`config.mk`:
```
export PLATFORM = sky130hd
export DESIGN_NAME = spi_lce_rx_guard_flat
export DESIGN_NICKNAME = d
export VERILOG_FILES = /design/src/rtl/spi_lce_rx_guard_if.sv /design/src/rtl/spi_lce_rx_guard.sv /design/src/flat_wrapper.sv
export SDC_FILE = /design/constraint.sdc
export NUM_CORES = 1
export LEC_CHECK = 0
export BUFFER_PORTS_ARGS = -buffer_cell sky130_fd_sc_hd__buf_2
export CAP_MARGIN = 20
export CORE_MARGIN = 2
export CORE_UTILIZATION = 52
export CTS_CLUSTER_SIZE = 25
export DETAILED_ROUTE_END_ITERATION = 16
export MAX_ROUTING_LAYER = met4
export PLACE_DENSITY = 0.75
export SLEW_MARGIN = 20
export SYNTH_ARGS = -nofsm -noshare
export SYNTH_HDL_FRONTEND = slang
export SYNTH_SLANG_ARGS = --single-unit
```
`constraint.sdc`:
```
create_clock -name clk -period 2.1 [get_ports clk]
set_clock_uncertainty 0.1 [all_clocks]
set_input_delay 0.21 -clock clk [delete_from_list [all_inputs] [get_ports clk]]
set_output_delay 0.21 -clock clk [all_outputs]
set_load 0.02 [all_outputs]
```
`src/rtl/spi_lce_rx_guard_if.sv`:
```
// spi_lce_rx_guard_if: raw SPI pins in, recovered lce word and link status out.
// master = pin driver / word consumer, slave = the receive guard.
interface spi_lce_rx_guard_if;
    logic        sck_pin;
    logic        ssel_pin;
    logic        data_pin;
    logic [31:0] word_out;
    logic        word_valid;
    logic        frame_err;
    logic [15:0] err_cnt;
    logic        stale;

    modport master (
        output sck_pin, ssel_pin, data_pin,
        input  word_out, word_valid, frame_err, err_cnt, stale
    );

    modport slave (
        input  sck_pin, ssel_pin, data_pin,
        output word_out, word_valid, frame_err, err_cnt, stale
    );
endinterface

```
`src/rtl/spi_lce_rx_guard.sv`:
```
// spi_lce_rx_guard: oversampling SPI receiver that holds the last good lce word.
// Optional macro SPI_RX_FLOAT_CHECK_EN rejects Inf/NaN frames.
module spi_lce_rx_guard #(
    parameter logic [23:0] TIMEOUT_CYCLES = 24'd1_000_000,
    parameter logic [31:0] RESET_WORD     = 32'h0000_0000,
    parameter int          FRAME_BITS     = 32
) (
    input logic              clk,
    input logic              reset,
    spi_lce_rx_guard_if.slave bus
);

    localparam logic [1:0] ST_IDLE  = 2'd0;
    localparam logic [1:0] ST_SHIFT = 2'd1;
    localparam logic [1:0] ST_CHECK = 2'd2;

    localparam logic [5:0] FRAME_LEN = 6'(FRAME_BITS);

    logic [2:0]  sck_sync;
    logic [2:0]  ssel_sync;
    logic [1:0]  data_sync;
    logic        sck_rise;
    logic        ssel_fall;
    logic        ssel_rise;
    logic        data;

    logic [1:0]  warm;
    logic        armed;

    logic [1:0]  state;
    logic [5:0]  bit_cnt;
    logic [31:0] shreg;
    logic        frame_ok;
    logic        accept;

    logic [31:0] word_q;
    logic        valid_q;
    logic        err_q;
    logic [15:0] err_cnt_q;

    logic [23:0] wd_cnt;
    logic [23:0] wd_cnt_d;
    logic        stale_q;

    assign sck_rise  = sck_sync[1] & ~sck_sync[2];
    assign ssel_fall = ~ssel_sync[1] & ssel_sync[2];
    assign ssel_rise = ssel_sync[1] & ~ssel_sync[2];
    assign data      = data_sync[1];

`ifdef SPI_RX_FLOAT_CHECK_EN
    assign frame_ok = (bit_cnt == FRAME_LEN) && (shreg[30:23] != 8'hFF);
`else
    assign frame_ok = (bit_cnt == FRAME_LEN);
`endif

    assign accept = (state == ST_CHECK) && frame_ok;

    // Resample the asynchronous pins; reset to the idle bus level.
    always_ff @(posedge clk) begin
        if (reset) begin
            sck_sync  <= 3'b111;
            ssel_sync <= 3'b111;
            data_sync <= 2'b11;
        end else begin
            sck_sync  <= {sck_sync[1:0], bus.sck_pin};
            ssel_sync <= {ssel_sync[1:0], bus.ssel_pin};
            data_sync <= {data_sync[0], bus.data_pin};
        end
    end

    // Arm only after a real (non-reset) high SSEL, so a frame cut by reset is skipped.
    always_ff @(posedge clk) begin
        if (reset) begin
            warm  <= 2'b00;
            armed <= 1'b0;
        end else begin
            warm <= {warm[0], 1'b1};
            if (warm[1] && ssel_sync[1]) begin
                armed <= 1'b1;
            end
        end
    end

    // Frame FSM: collect bits while SSEL is low, judge the frame for one cycle.
    always_ff @(posedge clk) begin
        if (reset) begin
            state     <= ST_IDLE;
            bit_cnt   <= 6'd0;
            shreg     <= 32'd0;
            word_q    <= RESET_WORD;
            valid_q   <= 1'b0;
            err_q     <= 1'b0;
            err_cnt_q <= 16'd0;
        end else begin
            valid_q <= 1'b0;
            err_q   <= 1'b0;
            case (state)
                ST_IDLE: begin
                    if (ssel_fall && armed) begin
                        state   <= ST_SHIFT;
                        bit_cnt <= 6'd0;
                        shreg   <= 32'd0;
                    end
                end
                ST_SHIFT: begin
                    if (ssel_rise) begin
                        state <= ST_CHECK;
                    end else if (sck_rise) begin
                        shreg <= {shreg[30:0], data};
                        if (bit_cnt != 6'h3F) begin
                            bit_cnt <= bit_cnt + 6'd1;
                        end
                    end
                end
                ST_CHECK: begin
                    if (frame_ok) begin
                        word_q  <= shreg;
                        valid_q <= 1'b1;
                    end else begin
                        err_q <= 1'b1;
                        if (err_cnt_q != 16'hFFFF) begin
                            err_cnt_q <= err_cnt_q + 16'd1;
                        end
                    end
                    if (!ssel_sync[1]) begin
                        state   <= ST_SHIFT;
                        bit_cnt <= 6'd0;
                        shreg   <= 32'd0;
                    end else begin
                        state <= ST_IDLE;
                    end
                end
                default: begin
                    state <= ST_IDLE;
                end
            endcase
        end
    end

    // Watchdog restarts on the edge that raises word_valid; stale follows its next value.
    always_comb begin
        wd_cnt_d = wd_cnt;
        if (accept) begin
            wd_cnt_d = 24'd0;
        end else if (wd_cnt != TIMEOUT_CYCLES) begin
            wd_cnt_d = wd_cnt + 24'd1;
        end
    end

    // Stale flag register.
    always_ff @(posedge clk) begin
        if (reset) begin
            wd_cnt  <= TIMEOUT_CYCLES;
            stale_q <= 1'b1;
        end else begin
            wd_cnt  <= wd_cnt_d;
            stale_q <= (wd_cnt_d == TIMEOUT_CYCLES);
        end
    end

    assign bus.word_out   = word_q;
    assign bus.word_valid = valid_q;
    assign bus.frame_err  = err_q;
    assign bus.err_cnt    = err_cnt_q;
    assign bus.stale      = stale_q;

endmodule

```
`src/flat_wrapper.sv`:
```
// flat-port wrapper written by rule: the top's interface ports become plain ports
module spi_lce_rx_guard_flat 
#(
    parameter logic [23:0] TIMEOUT_CYCLES = 24'd1_000_000,
    parameter logic [31:0] RESET_WORD     = 32'h0000_0000,
    parameter int          FRAME_BITS     = 32
)
  (clk, reset, bus_sck_pin, bus_ssel_pin, bus_data_pin, bus_word_out, bus_word_valid, bus_frame_err, bus_err_cnt, bus_stale);
  spi_lce_rx_guard_if bus_i ();
  input logic clk;
  input logic reset;
  input wire logic [$bits(bus_i.sck_pin)-1:0] bus_sck_pin;
  input wire logic [$bits(bus_i.ssel_pin)-1:0] bus_ssel_pin;
  input wire logic [$bits(bus_i.data_pin)-1:0] bus_data_pin;
  output wire logic [$bits(bus_i.word_out)-1:0] bus_word_out;
  output wire logic [$bits(bus_i.word_valid)-1:0] bus_word_valid;
  output wire logic [$bits(bus_i.frame_err)-1:0] bus_frame_err;
  output wire logic [$bits(bus_i.err_cnt)-1:0] bus_err_cnt;
  output wire logic [$bits(bus_i.stale)-1:0] bus_stale;
  assign bus_i.sck_pin = bus_sck_pin;
  assign bus_i.ssel_pin = bus_ssel_pin;
  assign bus_i.data_pin = bus_data_pin;
  assign bus_word_out = bus_i.word_out;
  assign bus_word_valid = bus_i.word_valid;
  assign bus_frame_err = bus_i.frame_err;
  assign bus_err_cnt = bus_i.err_cnt;
  assign bus_stale = bus_i.stale;
  spi_lce_rx_guard #(.TIMEOUT_CYCLES(TIMEOUT_CYCLES), .RESET_WORD(RESET_WORD), .FRAME_BITS(FRAME_BITS)) u_core (.clk(clk), .reset(reset), .bus(bus_i));
endmodule
```
==> reports/qor.json, run 1 <==
{
  "drc": {"value": 0},
  "number_of_buffers_inserted_during_clock_tree_synthesis": {"value": 17},
  "startpoint_type": {"value": "register"},
  "floorplan.die.width": {"value": 103.0, "unit": "um"},
  "fmax": {"value": 463.8, "unit": "MHz"},
  "timing.critical_path.fanout_max": {"value": 4},
  "grt_antenna_before_repair": {"value": 0},
  "post_layout_nonfiller_instances": {"value": 833},
  "floorplan.io_pins": {"value": 56},
  "hold_path.startpoint": {"value": "u_core.data_sync[0]"},
  "synth_seq_area_share": {"value": 49.47, "unit": "%"},
  "mapped_area": {"value": 5099, "unit": "um2"},
  "timing.critical_path.arrival": {"value": 2470, "unit": "ps"},
  "timing.final.ws_setup": {"value": -56.16, "unit": "ps"},
  "report.final.hold_viol_count": {"value": 0},
  "synth.avg_cell_area": {"value": 8.455, "unit": "um2"},
  "track_usage": {"value": 23.04, "unit": "%"},
  "synth.most_common_cell": {"value": "sky130_fd_sc_hd__dfxtp_1"},
  "dr.first_iter.drc_count": {"value": 227},
  "setup_violations": {"value": 1},
  "ys_async_sr_fraction": {"value": 0, "unit": "%"},
  "total_leakage_power": {"value": 2.523, "unit": "nW"},
  "crit_required": {"value": 2410, "unit": "ps"},
  "met2WireLength": {"value": 5663, "unit": "um"},
  "cap_viol_max_count": {"value": 0},
  "maximum_vdd_drop": {"value": 0.5785, "unit": "mV"},
  "dr_wl_met3": {"value": 484, "unit": "um"},
  "netlist_top_cells_area": {"value": "sky130_fd_sc_hd__dfxtp_1 49%, sky130_fd_sc_hd__nand2_1 8.4%, sky130_fd_sc_hd__a21oi_1 6.9%"},
  "grt_overflow_total": {"value": 0},
  "yosysWarningCount": {"value": 0},
  "synth_top_flop_cell": {"value": "sky130_fd_sc_hd__dfxtp_1"},
  "routed.top_layer": {"value": "met4"},
  "dpl.cell_count": {"value": 795},
  "firstDrtPassIters": {"value": 5},
  "detail_route.wl_per_cell": {"value": 13.70, "unit": "um"},
  "holdCritPathClass": {"value": "register to register"},
  "die_height": {"value": 103.0, "unit": "um"},
  "design_power_total": {"value": 5.354, "unit": "mW"},
  "timing.setup.critical_path_class": {"value": "register to register"},
  "starting_density_of_the_core": {"value": 52.89, "unit": "%"},
  "grt_pass1_wl": {"value": 18750, "unit": "um"},
  "place_congestion": {"value": 0.9881},
  "startpoint": {"value": "u_core.wd_cnt[4]"},
  "m1WireLength": {"value": 5075, "unit": "um"},
  "synth_seq_cells": {"value": 126},
  "die-area": {"value": 10610, "unit": "um2"},
  "largest_net_degree_at_the_start_of_global_routing": {"value": 97},
  "tritoncts": {"value": "yes"},
  "final_period_minus_worst_setup_slack": {"value": 2156, "unit": "ps"},
  "grt_setup_unrepaired": {"value": "true"},
  "final_design_area_no_fill": {"value": 6439, "unit": "um2"},
  "route.final.wire_length": {"value": 11410, "unit": "um"},
  "final_nets": {"value": 697},
  "first_global_vias": {"value": 4065},
  "regToRegStartpoint": {"value": "u_core.wd_cnt[4]"},
  "layout_worst_path_cycle_share": {"value": 102.7, "unit": "%"},
  "hpwl": {"value": 7380, "unit": "um"},
  "dr_total_vias": {"value": 4393},
  "clk_latency": {"value": 510, "unit": "ps"},
  "status": {"value": "finished with violations"},
  "failing_checks": {"value": "setup timing"},
  "r2r_slack": {"value": -60, "unit": "ps"},
  "area.growth.synth_to_final": {"value": 26.28, "unit": "%"},
  "synth_enable_flop_cells": {"value": 0},
  "netlist_instances": {"value": 603},
  "final-max-slew-violation-count": {"value": 0},
  "root_buffer_cell": {"value": "sky130_fd_sc_hd__clkbuf_8"},
  "cts_buffer_depth": {"value": 2},
  "vias_per_cell": {"value": 5.274},
  "ant_nets": {"value": 0},
  "cts_sinks": {"value": 126},
  "synth_largest_type_area_fraction": {"value": 49.47, "unit": "%"},
  "synth_top_area_cell": {"value": "sky130_fd_sc_hd__dfxtp_1"},
  "dpl-instance-area": {"value": 5749, "unit": "um2"},
  "setup.worst_path.end_class": {"value": "register"},
  "port-buffer-count": {"value": 55},
  "powerDensity": {"value": 831.6, "unit": "nW/um2"},
  "coreArea": {"value": 9639, "unit": "um2"},
  "synth_nets": {"value": 613},
  "std_cell_rows": {"value": 36},
  "yosys-top-cells-count": {"value": "126 x sky130_fd_sc_hd__dfxtp_1, 114 x sky130_fd_sc_hd__nand2_1, 70 x sky130_fd_sc_hd__a21oi_1"},
  "n_antenna_cell": {"value": 0},
  "cts_max_level": {"value": 4},
  "cts.clk_slew.worst_paths": {"value": 60, "unit": "ps"},
  "max-slew-margin-rel": {"value": 68.95, "unit": "%"},
  "synth_cell_type_count": {"value": 48},
  "timing_worst_slew_pin_value": {"value": 460.8, "unit": "ps"},
  "post_route_cells_drive_above_1_share": {"value": 23.57, "unit": "%"}
}
[layer usage]
layer / global-route usage, % / up-vias
met5: - / -
met2: 36.61 / 110
met4: 8.401 / 0
met3: 5.695 / 16
li1: - / 2209
met1: 28.48 / 2058
[power breakdown]
part / leakage [nW] / internal [mW] / switching, mW
Sequential: 1.02 / 2.40 / 0.00486
Combinational: 1.22 / 0.0279 / 0.0564
Clock: 0.282 / 1.80 / 1.07
Total: 2.52 / 4.22 / 1.13
[layout by cell type (no fill, tap or decap), drive strengths merged, types with 12 or more instances in the layout]
cell / count
inv: 12
xnor2: 18
xor2: 25
nor2: 51
o21ai: 12
buf: 99
nand3: 45
dfxtp: 126
clkbuf: 21
and3: 12
nand4: 15
nand2: 114
a21oi: 70
[sequential cells by signal (all words and copies together) (netlist names), 2 cells and up]
| signal | cells |
|---|---|
| u_core.bus.word_out | 32 |
| u_core.shreg | 32 |
| u_core.wd_cnt | 24 |
| u_core.bus.err_cnt | 16 |
| u_core.bit_cnt | 6 |
| u_core.sck_sync | 3 |
| u_core.ssel_sync | 3 |
| u_core.data_sync | 2 |
| u_core.state | 2 |
| u_core.warm | 2 |
[final timing paths]
| kind | to | cells after the start |
|---|---|---|
| setup reg to reg | u_core.bus.stale | 7 |
| hold / removal | u_core.data_sync[1] | 1 |
| hold reg to reg | u_core.data_sync[1] | 1 |
| setup / recovery | u_core.bus.stale | 7 |
[layout make-up]
cell class / instances / area, um2
Fill cell: 817 / 3201
Sequential cell: 126 / 2531
Timing Repair Buffer: 103 / 670.6
Inverter: 9 / 33.78
Clock inverter: 11 / 131.4
Tap cell: 133 / 166.4
Multi-Input combinational cell: 430 / 2446
Clock buffer: 21 / 459.2
[worst max-delay path, cell delays in order (launching register included)]
cell	delay, ps
sky130_fd_sc_hd__dfxtp_1	380
sky130_fd_sc_hd__inv_1	110
sky130_fd_sc_hd__buf_4	160
sky130_fd_sc_hd__or2_1	250
sky130_fd_sc_hd__o31ai_1	280
sky130_fd_sc_hd__o2111ai_1	160
sky130_fd_sc_hd__a2111o_1	330
sky130_fd_sc_hd__o41ai_2	300
[through the flow]
step	util [%]	setup WS, ps	TNS, ps	hold slack [ps]
2_1_floorplan	-	3.522	0	213.8
3_3_place_gp	59.64	-23.39	-23.39	294.7
3_5_place_dp	59.64	-60.97	-60.97	298.5
4_1_cts	66.38	-30.28	-30.28	289.2
5_1_grt	66.80	-172.9	-209.6	315.7
6_report	66.80	-56.16	-56.16	320.4
[logic make-up after synthesis]
logic type / synth area share (%)
compound gates: 10.85
xor+xnor: 7.386
fa+ha+maj: 1.227
buf+inv: 3.632
flops: 49.47
mux: 1.202
simple gates: 26.23
[repair_timing]
| item | CTS | global route |
|---|---|---|
| resized for setup | 5 | 7 |
| buffers inserted | 1 | 1 |
| endpoints found under the hold margin | 5 | 0 |
| setup endpoints to repair | 1 | 40 |
| pin swaps | 1 | 1 |
| hold buffers | 4 | 0 |
Power figures use the tool's default switching activity.
==> run 2: changes to the inputs <==
--- a/config.mk
+++ b/config.mk
@@ -5,14 +5,15 @@
 export SDC_FILE = /design/constraint.sdc
 export NUM_CORES = 1
 export LEC_CHECK = 0
+export ABC_AREA = 1
 export BUFFER_PORTS_ARGS = -buffer_cell sky130_fd_sc_hd__buf_2
 export CAP_MARGIN = 20
 export CORE_MARGIN = 2
-export CORE_UTILIZATION = 52
+export CORE_UTILIZATION = 53
 export CTS_CLUSTER_SIZE = 25
 export DETAILED_ROUTE_END_ITERATION = 16
 export MAX_ROUTING_LAYER = met4
-export PLACE_DENSITY = 0.75
+export PLACE_DENSITY = 0.76
 export SLEW_MARGIN = 20
 export SYNTH_ARGS = -nofsm -noshare
 export SYNTH_HDL_FRONTEND = slang
==> run 2 against run 1 <==
  * The run now ends clean
  * Critical path depth rose by 5
  * Sequential share of layout area down 1.5 points
  * Non-clock buffer count decreased by 33
  * Area after synthesis grew 11%
  * Synthesized cell count up 34%
  * Total power is 7.2% higher
  * Clock power down 5%
  * Largest cell class is now multi-input combinational cells
==> reports/qor.json, run 2 <==
{
  "final_period_minus_worst_setup_slack": {"value": 1908, "unit": "ps", "change": "was 2156 ps"},
  "pre_cts_ws": {"value": 192.5, "unit": "ps", "change": "was -60.97 ps"},
  "p_seq_share": {"value": 43.1, "unit": "%", "change": "was 44.9%"},
  "pwr-share-clk": {"value": 47.8, "unit": "%", "change": "was 53.5%"},
  "largest_net_degree_at_the_start_of_global_routing": {"value": 79, "change": "was 97"},
  "synth_enable_flop_cells": {"value": 0, "change": "unchanged"},
  "timing.final.ws_setup": {"value": 191.9, "unit": "ps", "change": "was -56.16 ps"},
  "floorplan.io_pins": {"value": 56, "change": "unchanged"},
  "post_route_cells_drive_above_1_share": {"value": 14.73, "unit": "%", "change": "was 23.57%"},
  "powerDensity": {"value": 859.7, "unit": "nW/um2", "change": "was 831.6 nW/um2"},
  "synth_top_flop_cell": {"value": "sky130_fd_sc_hd__dfxtp_1", "change": "unchanged"},
  "port-buffer-count": {"value": 55, "change": "unchanged"},
  "timing.critical_path.fanout_max": {"value": 6, "change": "was 4"},
  "fmax": {"value": 524.1, "unit": "MHz", "change": "was 463.8 MHz"},
  "synth_nets": {"value": 821, "change": "was 613"},
  "cap_viol_max_count": {"value": 0, "change": "unchanged"},
  "most-common-layout-cells": {"value": "197 x sky130_fd_sc_hd__nand2_1, 126 x sky130_fd_sc_hd__dfxtp_1, 92 x sky130_fd_sc_hd__nor2_1", "change": "was 121 x sky130_fd_sc_hd__dfxtp_1, 114 x sky130_fd_sc_hd__nand2_1, 70 x sky130_fd_sc_hd__a21oi_1"},
  "starting_density_of_the_core": {"value": 54.77, "unit": "%", "change": "was 52.89%"},
  "setup.worst_path.end_class": {"value": "register", "change": "unchanged"},
  "coreArea": {"value": 10370, "unit": "um2", "change": "was 9639 um2"},
  "synth_seq_area_share": {"value": 44.42, "unit": "%", "change": "was 49.47%"},
  "firstDrtPassIters": {"value": 5, "change": "unchanged"},
  "final_nets": {"value": 875, "change": "was 697"},
  "hpwl": {"value": 8367, "unit": "um", "change": "was 7380 um"},
  "longest_individual_stage_delay_on_the_worst_path": {"value": 430, "unit": "ps", "change": "was 380 ps"},
  "synth.avg_cell_area": {"value": 7.003, "unit": "um2", "change": "was 8.455 um2"},
  "post_layout_nonfiller_instances": {"value": 1012, "change": "was 833"},
  "ys_async_sr_fraction": {"value": 0, "unit": "%", "change": "unchanged"},
  "yosysWarningCount": {"value": 0, "change": "unchanged"},
  "cts_sinks": {"value": 126, "change": "unchanged"},
  "place_congestion": {"value": 0.9542, "change": "was 0.9881"},
  "p_comb_share": {"value": 9.1, "unit": "%", "change": "was 1.6%"},
  "cpMostUsedCell": {"value": "sky130_fd_sc_hd__nand2_1"},
  "total_leakage_power": {"value": 2.850, "unit": "nW", "change": "was 2.523 nW"},
  "cts.clk_slew.worst_paths": {"value": 60, "unit": "ps", "change": "about the same"},
  "drc": {"value": 0, "change": "unchanged"},
  "grt_antenna_before_repair": {"value": 0, "change": "unchanged"},
  "yosys-top-cells-count": {"value": "197 x sky130_fd_sc_hd__nand2_1, 126 x sky130_fd_sc_hd__dfxtp_1, 96 x sky130_fd_sc_hd__nor2_1", "change": "was 126 x sky130_fd_sc_hd__dfxtp_1, 114 x sky130_fd_sc_hd__nand2_1, 70 x sky130_fd_sc_hd__a21oi_1"},
  "cpMaxStageDelayCell": {"value": "sky130_fd_sc_hd__dfxtp_1", "change": "unchanged"},
  "root_buffer_cell": {"value": "sky130_fd_sc_hd__clkbuf_8", "change": "unchanged"},
  "timing_worst_slew_pin_value": {"value": 456.0, "unit": "ps", "change": "was 460.8 ps"},
  "netlist_instances": {"value": 811, "change": "was 603"},
  "design_power_total": {"value": 5.737, "unit": "mW", "change": "was 5.354 mW"},
  "vias_per_cell": {"value": 5.172, "change": "was 5.274"},
  "dr.first_iter.drc_count": {"value": 268, "change": "was 227"},
  "layout.filler_cells": {"value": 948, "change": "was 817"},
  "n_antenna_cell": {"value": 0, "change": "unchanged"},
  "cts_max_level": {"value": 4, "change": "unchanged"},
  "final-max-slew-violation-count": {"value": 0, "change": "unchanged"},
  "grt_overflow_total": {"value": 0, "change": "unchanged"},
  "layout_worst_path_cycle_share": {"value": 90.86, "unit": "%", "change": "was 102.7%"},
  "synth_largest_type_area_fraction": {"value": 44.42, "unit": "%", "change": "was 49.47%"},
  "number_of_buffers_inserted_during_clock_tree_synthesis": {"value": 17, "change": "unchanged"},
  "timing.critical_path.arrival": {"value": 2260, "unit": "ps", "change": "was 2470 ps"},
  "mapped_area": {"value": 5679, "unit": "um2", "change": "was 5099 um2"},
  "synth_cell_type_count": {"value": 34, "change": "was 48"},
  "synth.most_common_cell": {"value": "sky130_fd_sc_hd__nand2_1", "change": "was sky130_fd_sc_hd__dfxtp_1"},
  "dr_total_vias": {"value": 5234, "change": "was 4393"},
  "grt_pass1_wl": {"value": 20980, "unit": "um", "change": "was 18750 um"},
  "synth_seq_cells": {"value": 126, "change": "unchanged"},
  "tns": {"value": 0, "unit": "ps", "change": "was -56.16 ps"},
  "dpl.cell_count": {"value": 978, "change": "was 795"},
  "clk_latency": {"value": 510, "unit": "ps", "change": "about the same"},
  "crit_chain": {"value": "nand2_1, nor2_4, nand2_2, nor2_1, nand2_1, nand3_1, nand2_1, nor2_1, nand2_1, nor2_1, nand2_1, nand2_1", "change": "was inv_1, buf_4, or2_1, o31ai_1, o2111ai_1, a2111o_1, o41ai_2"},
  "die-area": {"value": 11560, "unit": "um2", "change": "was 10610 um2"},
  "max-slew-margin-rel": {"value": 69.60, "unit": "%", "change": "was 68.95%"},
  "switching_share": {"value": 25.04, "unit": "%", "change": "was 21.13%"},
  "netlist_top_cells_area": {"value": "sky130_fd_sc_hd__dfxtp_1 44%, sky130_fd_sc_hd__nand2_1 13%, sky130_fd_sc_hd__a21oi_1 6.8%", "change": "was sky130_fd_sc_hd__dfxtp_1 49%, sky130_fd_sc_hd__nand2_1 8.4%, sky130_fd_sc_hd__a21oi_1 6.9%"},
  "maximum_vdd_drop": {"value": 0.7873, "unit": "mV", "change": "was 0.5785 mV"},
  "std_cell_rows": {"value": 37, "change": "was 36"},
  "total_switching_power": {"value": 1.437, "unit": "mW", "change": "was 1.131 mW"},
  "most_frequent_standard_cell_in_the_layout_excluding_fill_and_tap_cells": {"value": "sky130_fd_sc_hd__nand2_1", "change": "was sky130_fd_sc_hd__dfxtp_1"},
  "detail_route.wl_per_cell": {"value": 12.40, "unit": "um", "change": "was 13.70 um"},
  "report.final.hold_viol_count": {"value": 0, "change": "unchanged"},
  "synth_top_area_cell": {"value": "sky130_fd_sc_hd__dfxtp_1", "change": "unchanged"},
  "crit_required": {"value": 2460, "unit": "ps", "change": "was 2410 ps"},
  "timing.setup.critical_path_class": {"value": "register to register", "change": "unchanged"},
  "first_global_vias": {"value": 4779, "change": "was 4065"},
  "critical_path.top_delay_family": {"value": "simple AND/OR/NAND/NOR gates", "change": "was compound AO/OA/AOI/OAI gates"},
  "route.final.wire_length": {"value": 12550, "unit": "um", "change": "was 11410 um"},
  "die_height": {"value": 107.5, "unit": "um", "change": "was 103.0 um"},
  "cts_buffer_depth": {"value": 2, "change": "unchanged"},
  "intPower": {"value": 4.300, "unit": "mW", "change": "was 4.223 mW"},
  "track_usage": {"value": 23.04, "unit": "%", "change": "about the same"},
  "area.growth.synth_to_final": {"value": 17.51, "unit": "%", "change": "was 26.28%"},
  "status": {"value": "finished, final reports clean", "change": "was finished with violations"},
  "floorplan.die.width": {"value": 107.5, "unit": "um", "change": "was 103.0 um"},
  "ant_nets": {"value": 0, "change": "unchanged"},
  "setup_violations": {"value": 0, "change": "was 1"},
  "critPathBufInv": {"value": 0, "change": "was 2"},
  "holdCritPathClass": {"value": "input pin to register", "change": "was register to register"},
  "startpoint_type": {"value": "register", "change": "unchanged"},
  "tritoncts": {"value": "yes", "change": "unchanged"}
}
[run 2: cell count changes after synthesis, moves of 7 or more]
cell	previous run	this run
sky130_fd_sc_hd__xor2_1	25	10
sky130_fd_sc_hd__a21oi_2	0	7
sky130_fd_sc_hd__xnor2_1	18	7
sky130_fd_sc_hd__a21oi_1	70	77
sky130_fd_sc_hd__and3_1	12	0
sky130_fd_sc_hd__nand2_1	114	197
sky130_fd_sc_hd__clkbuf_1	33	19
sky130_fd_sc_hd__nor2_1	51	96
sky130_fd_sc_hd__nand3_1	45	76
sky130_fd_sc_hd__inv_1	9	86
sky130_fd_sc_hd__o21ai_0	11	43
[run 2: per-stage QoR]
step	util [%]	instance area, um2	hold slack (ps)
global placement	58.52	6068	294.8
finish	64.36	6674	99.84
CTS	64.12	6649	82.48
floorplan	-	5679	213.8
global route	64.36	6674	99.53
detailed placement	58.52	6068	297.9
[run 2: power groups by stage]
stage | Combinational [mW] | Sequential (mW) | Clock, mW
finish | 0.522 | 2.47 | 2.74
global route | 0.581 | 2.48 | 2.90
CTS | 0.513 | 2.47 | 2.79
detailed placement | 0.505 | 2.52 | 0
global placement | 0.489 | 2.52 | 0
floorplan | 0.365 | 2.52 | 0
[run 2: path summary, 6_finish.rpt]
| check | slack, ps | cells after the start | start | end |
|---|---|---|---|---|
| hold / removal | 100 | 3 | reset | u_core.warm[1] |
| setup / recovery | 190 | 12 | u_core.wd_cnt[2] | u_core.bus.stale |
| setup reg to reg | 190 | 12 | u_core.wd_cnt[2] | u_core.bus.stale |
| hold reg to reg | 310 | 2 | u_core.warm[0] | u_core.warm[1] |
[run 2: layer usage]
layer	vias up	share of wire, %	GRT usage [%]
met2	117	48	36.61
met4	0	1.1	7.784
met3	18	4.4	5.751
met1	2406	47	28.76
li1	2693	-	-
met5	-	0	-
[run 2: repair_timing]
| item | in CTS | in global routing |
|---|---|---|
| gates resized for setup | 0 | 6 |
| endpoints found under the setup margin | 0 | 1 |
| hold endpoints to repair | 3 | 0 |
| hold buffers | 3 | 0 |
| buffers inserted | 0 | 1 |
[run 2: area by class of cell]
type | count | area, um2 | share of cell area, %
Clock buffer | 20 | 435.4 | 6.524
Inverter | 91 | 341.6 | 5.118
Sequential cell | 126 | 2522 | 37.80
Multi-Input combinational cell | 559 | 2656 | 39.80
Timing Repair Buffer | 70 | 432.9 | 6.487
Clock inverter | 10 | 115.1 | 1.725
Tap cell | 136 | 170.2 | 2.550
[run 2: cell families (layout without fill, tap and decap cells)]
group,after synthesis,in the layout,share of synthesized area [%]
adders and majority gates,5,5,1.102
DFF,126,126,44.42
AOI/OAI and AO/OA,130,130,12.07
and+or+nand+nor,407,407,30.67
buffers and inverters,126,191,9.121
xor gates and xnor gates,17,17,2.622
[run 2: tightest hold or removal path, stage by stage]
cell	delay (ps)
sky130_fd_sc_hd__buf_2	120
sky130_fd_sc_hd__buf_12	210
sky130_fd_sc_hd__nor2_1	120
